### src/rtl/dehaze_pkg.sv
// Shared constants and types for the dehazing pipeline's radiance recovery stage.
package dehaze_pkg;

  localparam int unsigned PIX_W     = 12;
  localparam int unsigned TINV_W    = 12;
  localparam int unsigned TINV_FRAC = 8;
  localparam int unsigned TINV_ONE  = 256;
  localparam int unsigned TINV_MAX  = 2048;
  localparam int unsigned CNT_W     = 21;

  typedef struct packed {
    logic [PIX_W-1:0] r;
    logic [PIX_W-1:0] g;
    logic [PIX_W-1:0] b;
  } pixel_t;

  // Zero marks "no transmission estimate": treat as unity gain.
  function automatic logic [TINV_W-1:0] tinv_limit(input logic [TINV_W-1:0] t);
    if (t == '0) begin
      return TINV_W'(TINV_ONE);
    end else if (t > TINV_W'(TINV_MAX)) begin
      return TINV_W'(TINV_MAX);
    end else begin
      return t;
    end
  endfunction

endpackage

### src/rtl/radiance_recovery_if.sv
// Pixel stream bundle: input beat with atmospheric light, output recovered beat.
interface radiance_recovery_if;
  import dehaze_pkg::*;

  logic              i_valid;
  logic              i_ready;
  logic              i_sof;
  logic              i_eof;
  logic [PIX_W-1:0]  i_r;
  logic [PIX_W-1:0]  i_g;
  logic [PIX_W-1:0]  i_b;
  logic [TINV_W-1:0] i_tinv;
  logic [PIX_W-1:0]  a_r;
  logic [PIX_W-1:0]  a_g;
  logic [PIX_W-1:0]  a_b;
  logic              o_valid;
  logic              o_ready;
  logic              o_sof;
  logic              o_eof;
  logic [PIX_W-1:0]  o_r;
  logic [PIX_W-1:0]  o_g;
  logic [PIX_W-1:0]  o_b;

  modport master (
    output i_valid, i_sof, i_eof, i_r, i_g, i_b, i_tinv, a_r, a_g, a_b, o_ready,
    input  i_ready, o_valid, o_sof, o_eof, o_r, o_g, o_b
  );

  modport slave (
    input  i_valid, i_sof, i_eof, i_r, i_g, i_b, i_tinv, a_r, a_g, a_b, o_ready,
    output i_ready, o_valid, o_sof, o_eof, o_r, o_g, o_b
  );

endinterface

### src/rtl/recover_channel.sv
// One colour channel of J = A + (I - A) * tinv: diff, multiply, round/add/clamp stages.
module recover_channel
  import dehaze_pkg::*;
(
  input  logic              clk,
  input  logic              rst_n,
  input  logic              en,
  input  logic [PIX_W-1:0]  pix,
  input  logic [PIX_W-1:0]  a,
  input  logic [TINV_W-1:0] tinv,
  output logic [PIX_W-1:0]  o_c,
  output logic              clamp
);

  localparam int unsigned DW = PIX_W + 1;
  localparam int unsigned PW = PIX_W + TINV_W + 2;
  localparam logic signed [PW-1:0] Half   = PW'(1 << (TINV_FRAC - 1));
  localparam logic signed [PW-1:0] PixMax = PW'((1 << PIX_W) - 1);

  logic signed [DW-1:0] d_q;
  logic [PIX_W-1:0]     a1_q;
  logic [PIX_W-1:0]     a2_q;
  logic [TINV_W-1:0]    t_q;
  logic signed [PW-1:0] p_q;

  logic signed [DW-1:0] d;
  logic signed [PW-1:0] p;
  logic signed [PW-1:0] j;
  logic [PIX_W-1:0]     o_d;
  logic                 clamp_d;

  always_comb begin
    d = $signed({1'b0, pix}) - $signed({1'b0, a});
    p = PW'(d_q) * $signed(PW'({1'b0, t_q}));
    // Arithmetic shift after adding half rounds ties toward +inf.
    j = ((p_q + Half) >>> TINV_FRAC) + $signed(PW'({1'b0, a2_q}));
    o_d     = j[PIX_W-1:0];
    clamp_d = 1'b0;
    if (j < 0) begin
      o_d     = '0;
      clamp_d = 1'b1;
    end else if (j > PixMax) begin
      o_d     = '1;
      clamp_d = 1'b1;
    end
  end

  always_ff @(posedge clk or negedge rst_n) begin
    if (!rst_n) begin
      d_q   <= '0;
      a1_q  <= '0;
      t_q   <= '0;
      p_q   <= '0;
      a2_q  <= '0;
      o_c   <= '0;
      clamp <= 1'b0;
    end else if (en) begin
      d_q   <= d;
      a1_q  <= a;
      t_q   <= tinv;
      p_q   <= p;
      a2_q  <= a1_q;
      o_c   <= o_d;
      clamp <= clamp_d;
    end
  end

endmodule

### src/rtl/radiance_recovery.sv
// Radiance recovery top: stream handshake, sideband pipe, atmospheric light and clamp counter.
module radiance_recovery
  import dehaze_pkg::*;
(
  input  logic                 clk,
  input  logic                 rst_n,
  radiance_recovery_if.slave   bus,
  output logic [CNT_W-1:0]     clamp_cnt,
  output logic                 frame_done
);

  logic              en;
  logic              acc;
  logic              hs;
  pixel_t            a_q;
  pixel_t            a_eff;
  logic [TINV_W-1:0] tinv_eff;
  logic              v1_q, v2_q, sof1_q, sof2_q, eof1_q, eof2_q;
  logic              clamp_r, clamp_g, clamp_b, clamp_px;
  logic [CNT_W-1:0]  run_q, run_d, base;

  assign en          = ~bus.o_valid | bus.o_ready;
  assign bus.i_ready = en;
  assign acc         = bus.i_valid & en;
  assign hs          = bus.o_valid & bus.o_ready;
  assign tinv_eff    = tinv_limit(bus.i_tinv);
  assign clamp_px    = clamp_r | clamp_g | clamp_b;

  // A sof beat carries its own atmospheric light; later beats reuse the latched one.
  always_comb begin
    a_eff = a_q;
    if (bus.i_sof) a_eff = '{r: bus.a_r, g: bus.a_g, b: bus.a_b};
  end

  always_ff @(posedge clk or negedge rst_n) begin
    if (!rst_n) begin
      a_q <= '0;
    end else if (acc && bus.i_sof) begin
      a_q <= a_eff;
    end
  end

  always_ff @(posedge clk or negedge rst_n) begin
    if (!rst_n) begin
      v1_q        <= 1'b0;
      v2_q        <= 1'b0;
      sof1_q      <= 1'b0;
      sof2_q      <= 1'b0;
      eof1_q      <= 1'b0;
      eof2_q      <= 1'b0;
      bus.o_valid <= 1'b0;
      bus.o_sof   <= 1'b0;
      bus.o_eof   <= 1'b0;
    end else if (en) begin
      v1_q        <= bus.i_valid;
      sof1_q      <= bus.i_valid & bus.i_sof;
      eof1_q      <= bus.i_valid & bus.i_eof;
      v2_q        <= v1_q;
      sof2_q      <= sof1_q;
      eof2_q      <= eof1_q;
      bus.o_valid <= v2_q;
      bus.o_sof   <= sof2_q;
      bus.o_eof   <= eof2_q;
    end
  end

  recover_channel u_ch_r (
    .clk(clk), .rst_n(rst_n), .en(en), .pix(bus.i_r), .a(a_eff.r), .tinv(tinv_eff),
    .o_c(bus.o_r), .clamp(clamp_r)
  );

  recover_channel u_ch_g (
    .clk(clk), .rst_n(rst_n), .en(en), .pix(bus.i_g), .a(a_eff.g), .tinv(tinv_eff),
    .o_c(bus.o_g), .clamp(clamp_g)
  );

  recover_channel u_ch_b (
    .clk(clk), .rst_n(rst_n), .en(en), .pix(bus.i_b), .a(a_eff.b), .tinv(tinv_eff),
    .o_c(bus.o_b), .clamp(clamp_b)
  );

  always_comb begin
    base  = bus.o_sof ? '0 : run_q;
    run_d = (&base) ? base : base + CNT_W'(clamp_px);
  end

  always_ff @(posedge clk or negedge rst_n) begin
    if (!rst_n) begin
      run_q      <= '0;
      clamp_cnt  <= '0;
      frame_done <= 1'b0;
    end else begin
      frame_done <= hs & bus.o_eof;
      if (hs) run_q <= run_d;
      if (hs && bus.o_eof) clamp_cnt <= run_d;
    end
  end

endmodule
### src/flat_wrapper.sv
// flat-port wrapper written by rule: the top's interface ports become plain ports
module radiance_recovery_flat import dehaze_pkg::*;
  (clk, rst_n, clamp_cnt, frame_done, bus_i_valid, bus_i_sof, bus_i_eof, bus_i_r, bus_i_g, bus_i_b, bus_i_tinv, bus_a_r, bus_a_g, bus_a_b, bus_o_ready, bus_i_ready, bus_o_valid, bus_o_sof, bus_o_eof, bus_o_r, bus_o_g, bus_o_b);
  radiance_recovery_if bus_i ();
  input  logic clk;
  input  logic rst_n;
  output logic [CNT_W-1:0] clamp_cnt;
  output logic frame_done;
  input wire logic [$bits(bus_i.i_valid)-1:0] bus_i_valid;
  input wire logic [$bits(bus_i.i_sof)-1:0] bus_i_sof;
  input wire logic [$bits(bus_i.i_eof)-1:0] bus_i_eof;
  input wire logic [$bits(bus_i.i_r)-1:0] bus_i_r;
  input wire logic [$bits(bus_i.i_g)-1:0] bus_i_g;
  input wire logic [$bits(bus_i.i_b)-1:0] bus_i_b;
  input wire logic [$bits(bus_i.i_tinv)-1:0] bus_i_tinv;
  input wire logic [$bits(bus_i.a_r)-1:0] bus_a_r;
  input wire logic [$bits(bus_i.a_g)-1:0] bus_a_g;
  input wire logic [$bits(bus_i.a_b)-1:0] bus_a_b;
  input wire logic [$bits(bus_i.o_ready)-1:0] bus_o_ready;
  output wire logic [$bits(bus_i.i_ready)-1:0] bus_i_ready;
  output wire logic [$bits(bus_i.o_valid)-1:0] bus_o_valid;
  output wire logic [$bits(bus_i.o_sof)-1:0] bus_o_sof;
  output wire logic [$bits(bus_i.o_eof)-1:0] bus_o_eof;
  output wire logic [$bits(bus_i.o_r)-1:0] bus_o_r;
  output wire logic [$bits(bus_i.o_g)-1:0] bus_o_g;
  output wire logic [$bits(bus_i.o_b)-1:0] bus_o_b;
  assign bus_i.i_valid = bus_i_valid;
  assign bus_i.i_sof = bus_i_sof;
  assign bus_i.i_eof = bus_i_eof;
  assign bus_i.i_r = bus_i_r;
  assign bus_i.i_g = bus_i_g;
  assign bus_i.i_b = bus_i_b;
  assign bus_i.i_tinv = bus_i_tinv;
  assign bus_i.a_r = bus_a_r;
  assign bus_i.a_g = bus_a_g;
  assign bus_i.a_b = bus_a_b;
  assign bus_i.o_ready = bus_o_ready;
  assign bus_i_ready = bus_i.i_ready;
  assign bus_o_valid = bus_i.o_valid;
  assign bus_o_sof = bus_i.o_sof;
  assign bus_o_eof = bus_i.o_eof;
  assign bus_o_r = bus_i.o_r;
  assign bus_o_g = bus_i.o_g;
  assign bus_o_b = bus_i.o_b;
  radiance_recovery u_core (.clk(clk), .rst_n(rst_n), .bus(bus_i), .clamp_cnt(clamp_cnt), .frame_done(frame_done));
endmodule
### config.mk
export PLATFORM = sky130hd
export DESIGN_NAME = radiance_recovery_flat
export DESIGN_NICKNAME = d
export VERILOG_FILES = /design/src/rtl/dehaze_pkg.sv /design/src/rtl/radiance_recovery_if.sv /design/src/rtl/recover_channel.sv /design/src/rtl/radiance_recovery.sv /design/src/flat_wrapper.sv
export SDC_FILE = /design/constraint.sdc
export NUM_CORES = 2
export LEC_CHECK = 0
export BUFFER_PORTS_ARGS = -buffer_cell sky130_fd_sc_hd__buf_2
export CAP_MARGIN = 25
export CELL_PAD_IN_SITES_DETAIL_PLACEMENT = 1
export CELL_PAD_IN_SITES_GLOBAL_PLACEMENT = 1
export CORE_MARGIN = 3
export CORE_UTILIZATION = 30
export CTS_CLUSTER_DIAMETER = 50
export DETAILED_ROUTE_END_ITERATION = 7
export GPL_ROUTABILITY_DRIVEN = 0
export PLACE_DENSITY = 0.65
export RECOVER_POWER = 25
export SYNTH_ARGS = -nofsm -noshare
export SYNTH_HDL_FRONTEND = slang
export SYNTH_HIERARCHICAL = 1
export SYNTH_SLANG_ARGS = --single-unit
export TNS_END_PERCENT = 20
### constraint.sdc
create_clock -name clk -period 6.54 [get_ports clk]
set_clock_uncertainty 0.1 [all_clocks]
set_input_delay 0.327 -clock clk [delete_from_list [all_inputs] [get_ports clk]]
set_output_delay 0.327 -clock clk [all_outputs]
set_load 0.05 [all_outputs]
==> flow_summary.toml <==
[grt]
grt_pass1_vias = 29370
grt_use_met1_pct = 21.7
maximum_number_of_pins_on_one_net_before_global_route_repair = 163
met2_usage_pct = 26.3
grt_overflow_total = 0
grt_pass1_wl_um = 162000
number_of_antenna_violations_at_the_first_check_in_global_routing = 11
grt_busiest_layer = "met2"
global_route.usage.met3_pct = 3.09
grt_usage_pct = 16.0

[logic_synthesis]
seq_area_frac_synth_pct = 22.7
synth-warning-count = 6
compound_cell_area_share_of_the_yosys_netlist_pct = 7.86
synthDominantAreaCellType = "sky130_fd_sc_hd__fa_1"
synth.area.mux_share_pct = 7.70
synth.cell_area_um2 = 36500
synthMostInstantiatedCell = "sky130_fd_sc_hd__inv_1"
postSynthAreaPerCell_um2 = 9.61
number_of_flops_mapped_to_enable_cells_by_yosys = 0
post_synth_most_frequent_cells = "sky130_fd_sc_hd__inv_1, sky130_fd_sc_hd__fa_1, sky130_fd_sc_hd__nand2_1, sky130_fd_sc_hd__dfrtp_1, sky130_fd_sc_hd__ha_1"
yosys.area_share.simple_pct = 14.7
combinational_family_with_the_most_area_after_synthesis = "adder cells"
synth_largest_type_area_fraction_pct = 24.5
main_area_contributors_after_synthesis = "sky130_fd_sc_hd__fa_1, sky130_fd_sc_hd__dfrtp_1, sky130_fd_sc_hd__ha_1"
synthFlopType = "sky130_fd_sc_hd__dfrtp_1"
synthXorXnorAreaFrac_pct = 4.54
synth_async_sr_flop_share_pct = 100
yosys.area_share.adder_pct = 33.4
synth_cells = 3794
postSynthNetCount = 4589
distinct_cell_type_count_of_the_synthesized_netlist = 95
synth.ff_latch_count = 331

[route]
drt_wl_cell_um = 17.5
number_of_violations_reported_at_the_end_of_detailed_routing_iteration_0 = 916
drt-pass1-iter-count = 5
routed_via_density = 4.68
drc = 0
ant_nets = 0
route.vias.total = 26213
routed_wl_um = 98000

[sta]
timing_hold_violations_final = 0
grt_setup_unrepaired = "false"
setup_tns_ps = 0
final.period_utilization_pct = 95.1
timing.final.crit_period_ps = 6220
worst_slew_pin_slew_ps = 4100
setup_viol_count_final = 0
drv_slew = 235
worst_slew_margin_rel_pct = -173
achievable-frequency_mhz = 161

[cells_and_area]
area_growth_from_synthesis_to_layout_pct = 13.7
nets_final = 4738
instances_no_fill = 5606
post_route_cells_drive_above_1_share_pct = 13.6

[job]
max_cap_viol_count = 3

[cts]
root_buffer = "sky130_fd_sc_hd__clkbuf_16"
post_cts.repair.setup_buffers = 0
cts-root-to-sink-buffers = 3
cts_made_buffers = 60
clkLatencyLatePin_ps = 640
cts_tree = "done"
worst_setup_hold_path_clk_slew_ps = 50
cts.sinks = 331
cts_htree_levels = 2

[worst_setup_path]
critical_path.most_common_cell = "sky130_fd_sc_hd__fa_1"
critical_path_arrival_ps = 6630
cp_cell_sequence = "and2_1, fa_1, inv_1, fa_1, inv_1, fa_1, fa_1, inv_1, fa_1, inv_1, ha_1, and3_1, a221oi_2, nor3b_1, a21oi_1, a311oi_1, o21bai_1, xor2_1, mux2_2"
cp.buffers_inverters = 4
critPathRequiredTime_ps = 6960
worstSetupEndpointType = "flop"
path_delay_family = "adder cells"
cp_max_fo = 13
crit_path_top_delay_cell = "sky130_fd_sc_hd__fa_1"
crit_type = "reg2reg"
worst_setup_path_start_kind = "flop"
critPathMaxStageDelay_ps = 580

[floorplan]
die_width_um = 355
ios = 152
floorplan_die_area_um2 = 126000
core_area_um2 = 120000
floorplan.rows = 127
initial_utilization_pct = 30.3
die_ht_um = 355

[run_status]
failed_checks = "max-capacitance violations, max-slew violations"
status = "complete, but fails checks"

[hold_path]
hp-class = "in2reg"

[place]
placedCellCount = 5452
dpl.hpwl_um = 78200
portBuffers = 151
[placed cells by master (no fill, tap or decap), types with 9 or more instances in the layout]
master,count
sky130_fd_sc_hd__o31ai_1,14
sky130_fd_sc_hd__a211oi_1,14
sky130_fd_sc_hd__buf_4,43
sky130_fd_sc_hd__inv_6,17
sky130_fd_sc_hd__a21oi_1,105
sky130_fd_sc_hd__nor2_1,122
sky130_fd_sc_hd__nor2b_1,54
sky130_fd_sc_hd__a21o_1,32
sky130_fd_sc_hd__and3_1,14
sky130_fd_sc_hd__dfrtp_1,327
sky130_fd_sc_hd__clkbuf_1,64
sky130_fd_sc_hd__mux2i_1,14
sky130_fd_sc_hd__o21ai_0,88
sky130_fd_sc_hd__ha_1,258
sky130_fd_sc_hd__nor3_1,61
sky130_fd_sc_hd__xor2_1,57
sky130_fd_sc_hd__clkbuf_16,60
sky130_fd_sc_hd__o21a_1,21
sky130_fd_sc_hd__nand2b_1,19
sky130_fd_sc_hd__a31oi_1,25
sky130_fd_sc_hd__a211oi_2,12
sky130_fd_sc_hd__fa_1,447
sky130_fd_sc_hd__xnor2_1,132
sky130_fd_sc_hd__o21bai_1,9
sky130_fd_sc_hd__or3_1,15
sky130_fd_sc_hd__nand4_1,18
sky130_fd_sc_hd__and2_1,252
sky130_fd_sc_hd__dlygate4sd3_1,39
sky130_fd_sc_hd__nand2_1,356
sky130_fd_sc_hd__nand3_1,52
sky130_fd_sc_hd__buf_2,93
sky130_fd_sc_hd__inv_1,709
sky130_fd_sc_hd__mux2_2,230
sky130_fd_sc_hd__o21ai_1,23
[logic make-up (layout without fill, tap and decap cells)]
group | after synthesis | count (layout)
and+or+nand+nor | 1030 | 1030
buffers and inverters | 864 | 1063
adders and majority gates | 705 | 705
AOI/OAI and AO/OA | 424 | 424
DFF | 331 | 331
muxes | 251 | 251
xor gates and xnor gates | 189 | 189
other | 0 | 1
[per-stage QoR]
stage	worst slack (ps)	utilization [%]	hold WS, ps	instance area (µm²)
final	323	34.5	37.7	41400
after global routing	18.5	34.5	34.3	41400
after CTS	129	34.5	1.03	41500
after detailed placement	129	32.4	294	39000
after global placement	249	32.4	287	39000
after floorplan	443	-	-68.6	36500
[path summary, 6_finish.rpt]
| check | startpoint | end | slack, ps | cells after the start |
|---|---|---|---|---|
| worst max register to register | u_core/u_ch_b/d_q[5]$_DFFE_PN0P_ | u_core/u_ch_b/p_q[18]$_DFFE_PN0P_ | 320 | 19 |
| worst min-delay path | bus_i_g[1] | u_core/u_ch_g/d_q[1]$_DFFE_PN0P_ | 40 | 4 |
| min in group asynchronous | rst_n | u_core/u_ch_g/d_q[1]$_DFFE_PN0P_ | 200 | 2 |
| worst max-delay path | u_core/u_ch_b/d_q[5]$_DFFE_PN0P_ | u_core/u_ch_b/p_q[18]$_DFFE_PN0P_ | 320 | 19 |
| worst min register to register | u_core/v2_q$_DFFE_PN0N_ | u_core/bus.o_valid$_DFFE_PN0N_ | 370 | 1 |
| max in group asynchronous | rst_n | u_core/u_ch_r/o_c[6]$_DFFE_PN0P_ | 1610 | 3 |
[final cells by class]
| class | count | area (µm²) |
|---|---|---|
| antenna | 1 | 2.50 |
| clock buffer | 67 | 1550 |
| clock inverter | 45 | 542 |
| fill | 13843 | 78800 |
| inverter | 711 | 2670 |
| multi-input combinational | 2599 | 24900 |
| sequential | 331 | 8290 |
| tap | 1612 | 2020 |
| timing repair buffer | 240 | 1490 |
[worst reg2reg max path: stages (launching register included)]
cell	delay [ps]
sky130_fd_sc_hd__dfrtp_1	520
sky130_fd_sc_hd__and2_1	250
sky130_fd_sc_hd__fa_1	480
sky130_fd_sc_hd__inv_1	50
sky130_fd_sc_hd__fa_1	480
sky130_fd_sc_hd__inv_1	60
sky130_fd_sc_hd__fa_1	540
sky130_fd_sc_hd__fa_1	580
sky130_fd_sc_hd__inv_1	60
sky130_fd_sc_hd__fa_1	530
sky130_fd_sc_hd__inv_1	40
sky130_fd_sc_hd__ha_1	340
sky130_fd_sc_hd__and3_1	230
sky130_fd_sc_hd__a221oi_2	330
sky130_fd_sc_hd__nor3b_1	300
sky130_fd_sc_hd__a21oi_1	150
sky130_fd_sc_hd__a311oi_1	480
sky130_fd_sc_hd__o21bai_1	130
sky130_fd_sc_hd__xor2_1	160
sky130_fd_sc_hd__mux2_2	270
[timing repair]
action,in CTS,in global routing
resized for setup,0,9
endpoints found under the setup margin,0,11
hold buffers,39,0
endpoints found under the hold margin,128,0
[routing by layer]
metal  share of wire [%]  vias to the layer above
met5                   0                        -
met4                 2.2                        0
met3                 4.6                      125
met2                  47                      403
met1                  47                    13347
li1                    -                    12338
[flip-flops by register name, summed over array words and instances, names as in the netlist, 13 cells and up]
signal             cells
u_core/u_ch_g/d_q     13
u_core/u_ch_b/d_q     13
u_core/u_ch_r/d_q     13
u_core/u_ch_r/p_q     19
u_core/u_ch_g/p_q     19
u_core/a_q            36
u_core/u_ch_b/p_q     19
u_core/clamp_cnt      21
u_core/run_q          21
Power is left out: the tool's default activity adds up to more than one toggle a clock period on the data nets, which glitch-free logic cannot reach.
